### src/rtl/softusb_iodebug.sv
// softusb_iodebug: navre IO-bus peripheral that gives firmware a byte FIFO
// to an external valid/ready sink and a 16-bit cycle timer whose two bytes
// read back coherently.
module softusb_iodebug #(
    parameter logic [5:0]  csr_base        = 6'h20,
    parameter int unsigned fifo_depth_log2 = 4
) (
    input  logic       clk,
    input  logic       rst,
    input  logic       io_re,
    input  logic       io_we,
    input  logic [5:0] io_a,
    input  logic [7:0] io_do,
    output logic [7:0] io_di,
    output logic       out_valid,
    output logic [7:0] out_data,
    input  logic       out_ready,
    output logic       irq
);

    localparam int unsigned AW    = fifo_depth_log2;
    localparam int unsigned CW    = fifo_depth_log2 + 1;
    localparam int unsigned DEPTH = 1 << fifo_depth_log2;

    localparam logic [2:0] REG_DATA   = 3'd0;
    localparam logic [2:0] REG_STATUS = 3'd1;
    localparam logic [2:0] REG_TLO    = 3'd2;
    localparam logic [2:0] REG_THI    = 3'd3;
    localparam logic [2:0] REG_TCTRL  = 3'd4;

    logic [7:0]    mem [DEPTH];
    logic [AW-1:0] rd_ptr;
    logic [AW-1:0] wr_ptr;
    logic [CW-1:0] count;
    logic [CW-1:0] count_nxt;
    logic          overflow;
    logic          irq_en;
    logic [15:0]   timer;
    logic          timer_en;
    logic [7:0]    shadow;

    logic [6:0]    addr_ext;
    logic [6:0]    base_ext;
    logic          sel_c;
    logic [2:0]    offset_c;
    logic          push_req_c;
    logic          wr_status_c;
    logic          wr_tctrl_c;
    logic          rd_lo_c;
    logic [7:0]    rd_data_c;
    logic          empty_c;
    logic          full_c;
    logic          push_c;
    logic          pop_c;
    logic          ovf_set_c;

    // Window decode in 7 bits so the window never wraps past 6'h3f.
    assign addr_ext = {1'b0, io_a};
    assign base_ext = {1'b0, csr_base};
    assign sel_c    = (addr_ext >= base_ext) && (addr_ext <= (base_ext + 7'd4));
    assign offset_c = 3'(io_a - csr_base);

    assign empty_c   = (count == '0);
    assign full_c    = (count == CW'(DEPTH));
    assign out_valid = ~empty_c;
    assign out_data  = mem[rd_ptr];

    // Register access decode and read-data mux.
    always_comb begin
        push_req_c  = 1'b0;
        wr_status_c = 1'b0;
        wr_tctrl_c  = 1'b0;
        rd_lo_c     = 1'b0;
        rd_data_c   = 8'h00;
        if (io_we && sel_c) begin
            case (offset_c)
                REG_DATA:   push_req_c  = 1'b1;
                REG_STATUS: wr_status_c = 1'b1;
                REG_TCTRL:  wr_tctrl_c  = 1'b1;
                default:    ;
            endcase
        end
        if (io_re && sel_c) begin
            case (offset_c)
                REG_STATUS: rd_data_c = {5'b0, overflow, empty_c, full_c};
                REG_TLO: begin
                    rd_data_c = timer[7:0];
                    rd_lo_c   = 1'b1;
                end
                REG_THI:    rd_data_c = shadow;
                REG_TCTRL:  rd_data_c = {7'b0, timer_en};
                default:    rd_data_c = 8'h00;
            endcase
        end
    end

    // FIFO handshake: fullness is judged before any same-cycle pop.
    always_comb begin
        push_c    = push_req_c & ~full_c;
        ovf_set_c = push_req_c & full_c;
        pop_c     = ~empty_c & out_ready;
        count_nxt = count;
        if (push_c && !pop_c) begin
            count_nxt = count + CW'(1);
        end else if (!push_c && pop_c) begin
            count_nxt = count - CW'(1);
        end
    end

    // FIFO storage and pointers.
    always_ff @(posedge clk or posedge rst) begin
        if (rst) begin
            for (int i = 0; i < int'(DEPTH); i++) begin
                mem[i] <= 8'h00;
            end
            rd_ptr <= '0;
            wr_ptr <= '0;
            count  <= '0;
        end else begin
            if (push_c) begin
                mem[wr_ptr] <= io_do;
                wr_ptr      <= wr_ptr + AW'(1);
            end
            if (pop_c) begin
                rd_ptr <= rd_ptr + AW'(1);
            end
            count <= count_nxt;
        end
    end

    // Sticky overflow (a new overflow beats a clear) and interrupt enable.
    always_ff @(posedge clk or posedge rst) begin
        if (rst) begin
            overflow <= 1'b0;
            irq_en   <= 1'b0;
        end else begin
            if (ovf_set_c) begin
                overflow <= 1'b1;
            end else if (wr_status_c && io_do[2]) begin
                overflow <= 1'b0;
            end
            if (wr_status_c) begin
                irq_en <= io_do[3];
            end
        end
    end

    // Free-running timer; clear wins over increment.
    always_ff @(posedge clk or posedge rst) begin
        if (rst) begin
            timer    <= 16'h0000;
            timer_en <= 1'b0;
        end else begin
            if (wr_tctrl_c && io_do[1]) begin
                timer <= 16'h0000;
            end else if (timer_en) begin
                timer <= timer + 16'd1;
            end
            if (wr_tctrl_c) begin
                timer_en <= io_do[0];
            end
        end
    end

    // High byte captured with the low-byte read so the pair is coherent.
    always_ff @(posedge clk or posedge rst) begin
        if (rst) begin
            shadow <= 8'h00;
        end else if (rd_lo_c) begin
            shadow <= timer[15:8];
        end
    end

    // Registered read data and interrupt.
    always_ff @(posedge clk or posedge rst) begin
        if (rst) begin
            io_di <= 8'h00;
            irq   <= 1'b0;
        end else begin
            io_di <= rd_data_c;
            irq   <= irq_en & ~empty_c;
        end
    end

endmodule

### config.mk
export PLATFORM = sky130hd
export DESIGN_NAME = softusb_iodebug
export DESIGN_NICKNAME = d
export VERILOG_FILES = /design/src/rtl/softusb_iodebug.sv
export SDC_FILE = /design/constraint.sdc
export NUM_CORES = 1
export LEC_CHECK = 0
export CORE_ASPECT_RATIO = 0.5
export CORE_MARGIN = 10
export CORE_UTILIZATION = 50
export CTS_BUF_LIST = sky130_fd_sc_hd__clkbuf_16
export CTS_CLUSTER_DIAMETER = 80
export DETAILED_ROUTE_END_ITERATION = 10
export PLACE_DENSITY_LB_ADDON = 0.2
export SETUP_SLACK_MARGIN = 0.02
export SLEW_MARGIN = 10
export SYNTH_ARGS = -nofsm -noshare
export SYNTH_HDL_FRONTEND = slang
export SYNTH_SLANG_ARGS = --single-unit
### constraint.sdc
create_clock -name clk -period 10.4 [get_ports clk]
set_input_delay 3.12 -clock clk [delete_from_list [all_inputs] [get_ports clk]]
set_output_delay 3.12 -clock clk [all_outputs]
set_load 0.02 [all_outputs]
== Yosys cells after proc, flatten, opt, wreduce, memory -nomap -nowiden ==
Index checks and enable logic that the tools add are counted.
W data, S select, Z words.

* Register bits after elaboration: 177
* Logic and storage cells: 87
* Output and inout port bits: 18

* Equal/unequal tests: 5
* $lt $le $gt $ge: 5
* Add/subtract/negate cells: 6
* Bitwise operators: 8
* Multiplexer cells: 22
* Reductions and logical operators: 15

{| class="wikitable"
|+ Operator list
! kind !! number
|-
| $bwmux W128 || 1
|-
| $bmux W8 S4 || 1
|-
| $demux W8 S4 || 1
|-
| $mux W16 || 2
|-
| $mux W8 || 4
|-
| $pmux W8 S4 || 1
|-
| $add A16 B1 Y16 const B || 1
|-
| $ge A5 B5 Y1 const B || 2
|-
| $mux W1 || 10
|-
| $mux W5 || 2
|-
| $not A4 Y5 || 2
|-
| $add A4 B1 Y4 const B || 2
|-
| $logic_and A1 B1 Y1 || 8
|-
| $eq A3 B2 Y1 const B || 2
|-
| $ge A6 B6 Y1 const B || 1
|-
| $le A6 B6 Y1 const B || 1
|-
| $reduce_bool A2 Y1 || 3
|-
| $add A5 B1 Y5 const B || 1
|-
| $eq A5 B5 Y1 const B || 1
|-
| $logic_not A5 Y1 || 1
|-
| $lt A5 B1 Y1 const B || 1
|-
| $sub A5 B1 Y5 const B || 1
|-
| $and A1 B1 Y1 || 4
|-
| $eq A3 B1 Y1 const B || 1
|-
| other kinds (5) || 7
|}

== Depth between registers and ports, before layout ==
Gate-level depths: netlist of run 1.

* Depth after elaboration: 9
* Mapped depth: 11

== Least setup slack after synthesis of run 1 ==
No wires, ideal clock.

* Path kind: input port to flip-flop
* From: input io_a[4]
* To: register count[4]
* Slack: 4,687 ps
* Path buffers: 2
* Cell stages on the path: 11
* Required time: 10,274 ps
* Arrival: 5,587 ps
* Path through: nor4b_4 -> o2111a_2 -> buf_6 -> buf_6 -> ha_1 -> inv_1 -> fa_1 -> a21o_1 -> a2111oi_0 -> a31oi_1 -> a221o_1

* Cells in the longest elaborated chain, start to end: 8
* Elaborated cells between the ends (all ways): 11

{| class="wikitable"
|+ Ends and longest elaborated chain
! item !! line !! RTL
|-
| from (decl) || 12 || <nowiki>input logic [5:0] io_a,</nowiki>
|-
| $ge A6 B6 Y1 or $le A6 B6 Y1 (tied branches) || 60 || <nowiki>assign sel_c = (addr_ext >= base_ext) && (addr_ext <= (base_ext + 7'd4));</nowiki>
|-
| $logic_and A1 B1 Y1 * || 60 ||
|-
| $logic_and A1 B1 Y1 * || 75 || <nowiki>if (io_we && sel_c) begin</nowiki>
|-
| $mux W1 * || 75 ||
|-
| $and A1 B1 Y1 * || 99 || <nowiki>push_c = push_req_c & ~full_c;</nowiki>
|-
| net push_c || 53 || <nowiki>logic push_c;</nowiki>
|-
| $logic_not A1 Y1 || 105 || <nowiki>end else if (!push_c && pop_c) begin</nowiki>
|-
| $logic_and A1 B1 Y1 || 105 ||
|-
| $reduce_bool A2 Y1 (no source line) || n/a ||
|-
| to (signal assigned) || 127 || <nowiki>count <= count_nxt;</nowiki>
|-
| to (decl) || 34 || <nowiki>logic [CW-1:0] count;</nowiki>
|}

The timed path passes the listed nets; every way through them passes the cells marked *.
A chain may end at the register's enable or synchronous reset.

== Worst setup path in the final report of run 1 ==
* From: input io_a[0]
* To: register count[4]

* Cells in the longest elaborated chain, start to end: 8
* Elaborated cells between the ends (all ways): 14

{| class="wikitable"
|+ Ends and longest elaborated chain
! item !! line !! RTL
|-
| $sub A3 B1 Y3, or another cell as far along || 61 || <nowiki>assign offset_c = 3'(io_a - csr_base);</nowiki>
|-
| $logic_not A3 Y1 or $logic_and A1 B1 Y1 (tied branches) || 76, 60 ||
|-
| $mux W1 or $logic_and A1 B1 Y1 (tied branches) || 76, 75 ||
|-
| $mux W1 * || 75 ||
|-
| $and A1 B1 Y1 * || 99 ||
|-
| $logic_not A1 Y1 || 105 ||
|-
| $logic_and A1 B1 Y1 || 105 ||
|-
| $reduce_bool A2 Y1 (no source line) || n/a ||
|}

Every way passes the cells marked *; elsewhere a longest branch is shown, timed or not.

==> impl_metrics.csv, run 1 <==
group,metric,value,unit
logic_synthesis,post-synth-top-count-cell,"dfrtp_1",
floorplanning,die_w,205.7,um
logic_synthesis,synth.avg_cell_area,14.67,um2
worst_hold_path,holdPathEnd,"irq",
cells_and_area,antennaDiodeCount,0,
timing,setup-tns-final,0,ns
cells_and_area,area_growth,12.00,%
cells_and_area,drive_gt1_frac,0.3650,
detailed_routing,wl_met3,677,um
cts,worstSkewPairLatency,0.43,ns
detailed_routing,vias,4830,
setup_path,cp.arrival,6.72,ns
status,run_status,"finished, final reports clean",
placement,dpl_cell_area,9067,um2
detailed_routing,wl,17600,um
floorplanning,core_area,16640,um2
cts,htreeDepth,4,
detailed_routing,drc_errors,0,
timing,min_period,6.408,ns
timing,drv_slew,0,
setup_path,start_kind,"primary input",
cts,postCtsSetupBuffers,0,
floorplanning,die_y,112.9,um
detailed_routing,wl_per_cell,20.73,um
setup_path,reg2reg_to,"count[4]",
setup_path,criticalPathCategory,"in2reg",
timing,hold_viol,0,
run,max-cap-violations,0,
detailed_routing,met2RoutedLength,7999,um
setup_path,worst_path_largest_cell_delay,0.68,ns
cells_and_area,fin_util,0.5805,
worst_hold_path,hold_start,"irq_en",
cts,clock-sinks,177,
global_route,grt_usage,0.1601,
timing,setup_viol,0,
cts,cts_made_buffers,17,
setup_path,worstReg2RegStart,"count[0]",
floorplanning,row_count,33,
floorplanning,initial_utilization,0.5183,
logic_synthesis,synth_edf_count,0,
global_route,grt_pass1_wl,29510,um
placement,dp_slack,3.580,ns
setup_path,critPathTopFamily,"compound AO/OA/AOI/OAI gates",
setup_path,crit_chain,"clkdlybuf4s50_1, nor4b_4, o2111a_2, ha_1, inv_1, fa_1, a21o_1, a2111oi_0, a31oi_1, a221o_1",
cts,clk_pin_slew_worst_paths,0.07,ns
setup_path,cp_num_buf_inv,2,
detailed_routing,m1WireLength,8778,um
detailed_routing,final_antenna_net_count,0,
placement,gp_congestion,0.7974,
cells_and_area,fin_area,9659,um2
timing,fin_crit_sh,0.6162,
setup_path,rr_worst_depth,9,
worst_hold_path,min_path_cells,1,
setup_path,endpoint_kind,"flip-flop",
logic_synthesis,syn_area,8625,um2
timing,skew,0.01501,ns
logic_synthesis,synth_area_leader_cell,"dfrtp_1",
logic_synthesis,ys_ff_latch,177,
timing,fmax,156.0,MHz
timing,rsz0062_at_grt,"no",
placement,dp_hpwl,11550,um
logic_synthesis,synth_common_cells,"dfrtp_1 (177), mux2_4 (72), mux2_2 (69)",
logic_synthesis,netlist_instances,588,
power,ir_drop,0.1173,mV
cts,clockBufferDepth,2,
power,p_per_area,197.3,nW/um2
power,p_total,0.001906,W
timing,worst_pin_slew,0.9921,ns
detailed_routing,dr.pass1.iters,4,
logic_synthesis,ys.flop_type,"dfrtp_1",
global_route,grt_start_max_net_pins,99,
setup_path,path_max_fanout,22,
detailed_routing,viasPerCell,5.689,
detailed_routing,topRoutingLayerUsed,"met4",
cts,cts-resized-gates,0,
logic_synthesis,ys_types,43,
timing,slew_headroom,0.3386,
logic_synthesis,ys_top_cells_by_area,"dfrtp_1 (51%), mux2_4 (13%), mux2_2 (9.0%)",
cts,cts_tree,"built",
power,p_leak,4.380,nW
logic_synthesis,yosysTopAreaCellShare,0.5136,
logic_synthesis,ys_warn_count,0,
cells_and_area,n_fill_cell,1323,
setup_path,reg2reg_slack,7.00,ns
logic_synthesis,async_flop_share,1.000,
logic_synthesis,ys_seq_area_frac,0.5136,
cells_and_area,fin_nets,639,
cts,cts_hold_buf,0,
timing,setup_ws,3.992,ns
floorplanning,ios,37,
cts,cts-root-buf,"clkbuf_16",
floorplanning,dieArea,23220,um2
worst_hold_path,hold_class,"reg2reg",
setup_path,cp_data_required_time,10.71,ns
setup_path,slowest_stage,"clkdlybuf4s50_1",
global_route,grt_antenna_before_repair,0,
detailed_routing,drtIter0Drc,338,
logic_synthesis,synth_nets,618,
global_route,grt_pass1_vias,5306,
global_route,grt_overflow,0,
placement,io_buffers,36,
worst reg2reg max path, cell delays in order, from the launching register on:
cell and delay, ns:
dfrtp_1 0.45, or4_4 0.57, o2111a_2 0.45, ha_1 0.33
inv_1 0.19, ha_1 0.30, a21o_1 0.22, a2111oi_0 0.38
a31oi_1 0.09, a221o_1 0.32
layout by cell type, fill, tap and decap left out, types with 8 or more instances in the layout:
master and n:
a22oi_1 17, dfrtp_1 176, nand2_1 23, ha_1 10, xnor2_1 15, nor2_1 24
mux4_2 32, mux2_4 72, nor2b_1 8, clkdlybuf4s50_1 36, nand3_1 13, and3_4 9
mux2_2 69, clkbuf_16 17
layer usage:
metal,vias up,GRT usage
li1,2191,-
met1,2553,0.2228
met2,72,0.2461
met3,14,0.04043
met4,0,0.03846
met5,-,0
per-stage QoR:
stage | cells | hold WS (ns)
detailed placement | 817 | 0.4815
global placement | 817 | 0.4783
CTS | 849 | 0.4932
floorplan | 588 | 0.4474
finish | 849 | 0.4855
global route | 849 | 0.5185
worst max-delay path by stage:
stage                       start        to  slack, ns  depth (start not counted)
after floorplan               rst  count[0]       2.48                          1
after global placement    io_a[0]  count[4]       3.67                         10
after detailed placement  io_a[0]  count[4]       3.58                         10
after CTS                 io_a[0]  count[4]       4.01                         10
after global routing      io_a[0]  count[4]       3.64                         10
final                     io_a[0]  count[4]       3.99                         10
registers in the layout, indices dropped and copies added, names as in the netlist:
name,count
mem,128
timer,16
io_di,8
shadow,8
count,5
rd_ptr,4
wr_ptr,4
irq,1
irq_en,1
overflow,1
timer_en,1
cell type report:
class | count | area (um2) | area share
Tap cell | 227 | 284.0 | 0.02940
Inverter | 8 | 35.03 | 0.003627
Clock inverter | 15 | 166.4 | 0.01723
Multi-Input combinational cell | 366 | 3935 | 0.4074
Timing Repair Buffer | 39 | 382.9 | 0.03964
Sequential cell | 177 | 4431 | 0.4587
Clock buffer | 17 | 425.4 | 0.04404
power by group:
part / leakage (nW) / switching [W] / internal [W] / total [W]
combinational: 1.72 / 0.000224 / 0.000177 / 0.000401
sequential: 2.38 / 0.0000929 / 0.000761 / 0.000854
clock: 0.287 / 0.000307 / 0.000343 / 0.000650
total: 4.38 / 0.000624 / 0.00128 / 0.00191
cell families (layout without fill, tap and decap cells):
group                    after synthesis  in the layout  share of synthesized area
XOR/XNOR                              20             20                    0.02031
flip-flops                           177            177                     0.5136
AO/OA/AOI/OAI                         42             42                    0.03337
adder cells (fa/ha/maj)               11             11                    0.01683
buffers and inverters                 45             79                    0.03018
multiplexers                         179            179                     0.3060
AND/OR/NAND/NOR                      114            114                    0.07979
Power figures use the tool's default switching activity.
==> run 2: changes to the inputs <==
==> constraint.sdc (replaced) <==
create_clock -name clk -period 5.3 [get_ports clk]
set_input_delay 1.59 -clock clk [delete_from_list [all_inputs] [get_ports clk]]
set_output_delay 1.59 -clock clk [all_outputs]
set_load 0.02 [all_outputs]
==> impl_metrics.csv, run 2 (same netlist as run 1, synthesis figures left out) <==
group,metric,value,unit
setup_path,cp.depth,5,
power,p_per_area,393.9,nW/um2
cts,clk_pin_slew_worst_paths,0.07,ns
floorplanning,dieArea,23220,um2
cts,cts_hold_buf,0,
global_route,grtUsageMet2,0.2503,
cts,worstSkewPairLatency,0.43,ns
placement,dp_hpwl,11510,um
setup_path,start_kind,"flip-flop",
global_route,use_met3,0.03702,
cells_and_area,antennaDiodeCount,0,
cts,cts-resized-gates,0,
placement,gp_congestion,0.8049,
detailed_routing,final_antenna_net_count,0,
status,run_status,"finished, final reports clean",
cells_and_area,top_register,"mem",
detailed_routing,drtIter0Drc,301,
cts,clockBufferDepth,2,
timing,setup-tns-final,0,ns
timing,fin_crit_sh,0.8141,
power,combPwrFrac,0.213,
cells_and_area,layout_commonest_cell,"dfrtp_1",
power,p_total,0.003834,W
cells_and_area,instances_no_fill,851,
timing,slew_headroom,0.3884,
timing,min_period,4.315,ns
worst_hold_path,min_path_cells,1,
global_route,grt_start_max_net_pins,178,
detailed_routing,wl,17870,um
timing,setup_viol,0,
run,max-cap-violations,0,
global_route,grt_pass1_wl,29150,um
floorplanning,row_count,33,
power,power.internal,0.002653,W
timing,skew,0.009316,ns
cells_and_area,drive_gt1_frac,0.3654,
floorplanning,initial_utilization,0.5183,
floorplanning,die_y,112.9,um
detailed_routing,drc_errors,0,
detailed_routing,dr.pass1.iters,4,
setup_path,endpoint_kind,"output pin",
placement,dpl_cell_area,9106,um2
worst_hold_path,hold_class,"reg2reg",
cells_and_area,fin_area,9734,um2
cells_and_area,top_regs,"mem: 128 flops, timer: 16 flops",
setup_path,critPathTopFamily,"buffers and inverters",
worst_hold_path,holdPathEnd,"mem[65]",
setup_path,cp_data_required_time,3.71,ns
detailed_routing,vias,4852,
cts,clock-sinks,177,
setup_path,criticalPathCategory,"reg2out",
setup_path,cp_num_buf_inv,2,
global_route,grt_overflow,0,
worst_hold_path,hold_start,"mem[65]",
detailed_routing,wl_per_cell,21.00,um
cells_and_area,area_growth,12.87,%
timing,hold_ws,0.5038,ns
timing,hold_viol,0,
cts,cts_tree,"built",
setup_path,worst_path_largest_cell_delay,0.57,ns
floorplanning,ios,37,
global_route,grt_pass1_vias,5186,
cts,htreeDepth,4,
floorplanning,core_area,16640,um2
cts,cts-root-buf,"clkbuf_16",
cells_and_area,fin_nets,641,
timing,drv_slew,0,
setup_path,crit_chain,"buf_4, mux4_2, a22oi_1, nand2_1, clkdlybuf4s50_1",
setup_path,reg2reg_slack,1.93,ns
placement,dpl.cell_count,819,
timing,rsz0062_at_grt,"no",
power,ir_drop,0.2614,mV
global_route,grt-busiest-layer,"met2",
cts,postCtsSetupBuffers,0,
power,seq_power_share,0.434,
setup_path,slowest_stage,"mux4_2",
global_route,grt_usage,0.1601,
power,p_sw_frac,0.3079,
cells_and_area,layout_common_cells,"dfrtp_1 (176), mux2_4 (72), mux2_2 (69), clkdlybuf4s50_1 (36), mux4_2 (32)",
power,p_leak,4.416,nW
placement,io_buffers,36,
cts,cts_made_buffers,17,
cells_and_area,largest_register_ffs,128,
setup_path,cp.arrival,2.72,ns
cells_and_area,n_fill_cell,1253,
timing,fmax,231.8,MHz
global_route,grt_antenna_before_repair,0,
global_route,use_met1,0.2232,
setup_path,path_max_fanout,32,
setup_path,reg2reg_to,"count[4]",
floorplanning,die_w,205.7,um
power,power.switching,0.001180,W
detailed_routing,viasPerCell,5.702,
power,p_clk_frac,0.353,
setup_path,rr_worst_depth,9,
setup_path,worstReg2RegStart,"count[0]",
timing,worst_pin_slew,0.9155,ns
==> run 2: cell types whose count changed in the layout (fill, tap and decap cells not counted), sizes merged <==
cell    before  now
bufinv       1    4
inv         16   13
buf          3    5
==> run 2: worst reg2reg max path, cell delays in order (launching register included) <==
cell	delay (ns)
dfrtp_1	0.46
or4_4	0.58
o21ai_1	0.35
ha_1	0.27
inv_1	0.13
fa_1	0.43
a21o_1	0.20
a2111oi_0	0.42
a31oi_1	0.09
a221o_1	0.33
==> run 2: metrics by stage <==
| step | utilization | worst slack, ns |
|---|---|---|
| 3_5_place_dp | 0.5473 | 0.6487 |
| 4_1_cts | 0.5850 | 0.9763 |
| 2_1_floorplan | - | 1.117 |
| 5_1_grt | 0.5850 | 0.8663 |
| 6_report | 0.5850 | 0.9851 |
| 3_3_place_gp | 0.5473 | 0.7217 |
==> run 2: area by class of cell <==
class	instances	area, um2	area share
clock buffers	17	425.4	0.04370
clock inverters	15	202.7	0.02082
inverters	8	33.78	0.003470
multi-input cells	366	3935	0.4042
flip-flops and latches	177	4431	0.4551
well taps	227	284.0	0.02918
repair buffers	41	422.9	0.04344
==> run 2: power by group through the flow <==
stage | sequential [W] | combinational, W | clock (W)
global placement | 0.00168 | 0.000807 | 0
detailed placement | 0.00169 | 0.000823 | 0
finish | 0.00167 | 0.000817 | 0.00135
CTS | 0.00166 | 0.000828 | 0.00138
global route | 0.00169 | 0.000896 | 0.00142
floorplan | 0.00163 | 0.000634 | 0
==> run 2: how the worst max path moves through the flow <==
stage | from | end | slack, ns
after floorplan | io_a[4] | count[4] | 1.12
after global placement | io_a[1] | count[4] | 0.72
after detailed placement | io_a[1] | count[4] | 0.65
after CTS | rd_ptr[1] | out_data[5] | 0.98
after global routing | rd_ptr[1] | out_data[6] | 0.87
final | rd_ptr[1] | out_data[5] | 0.99
==> run 2: routing by layer <==
| metal | vias to the layer above | part of all wire |
|---|---|---|
| li1 | 2199 | - |
| met1 | 2553 | 0.49 |
| met2 | 86 | 0.46 |
| met3 | 14 | 0.040 |
| met4 | 0 | 0.0068 |
| met5 | - | 0 |
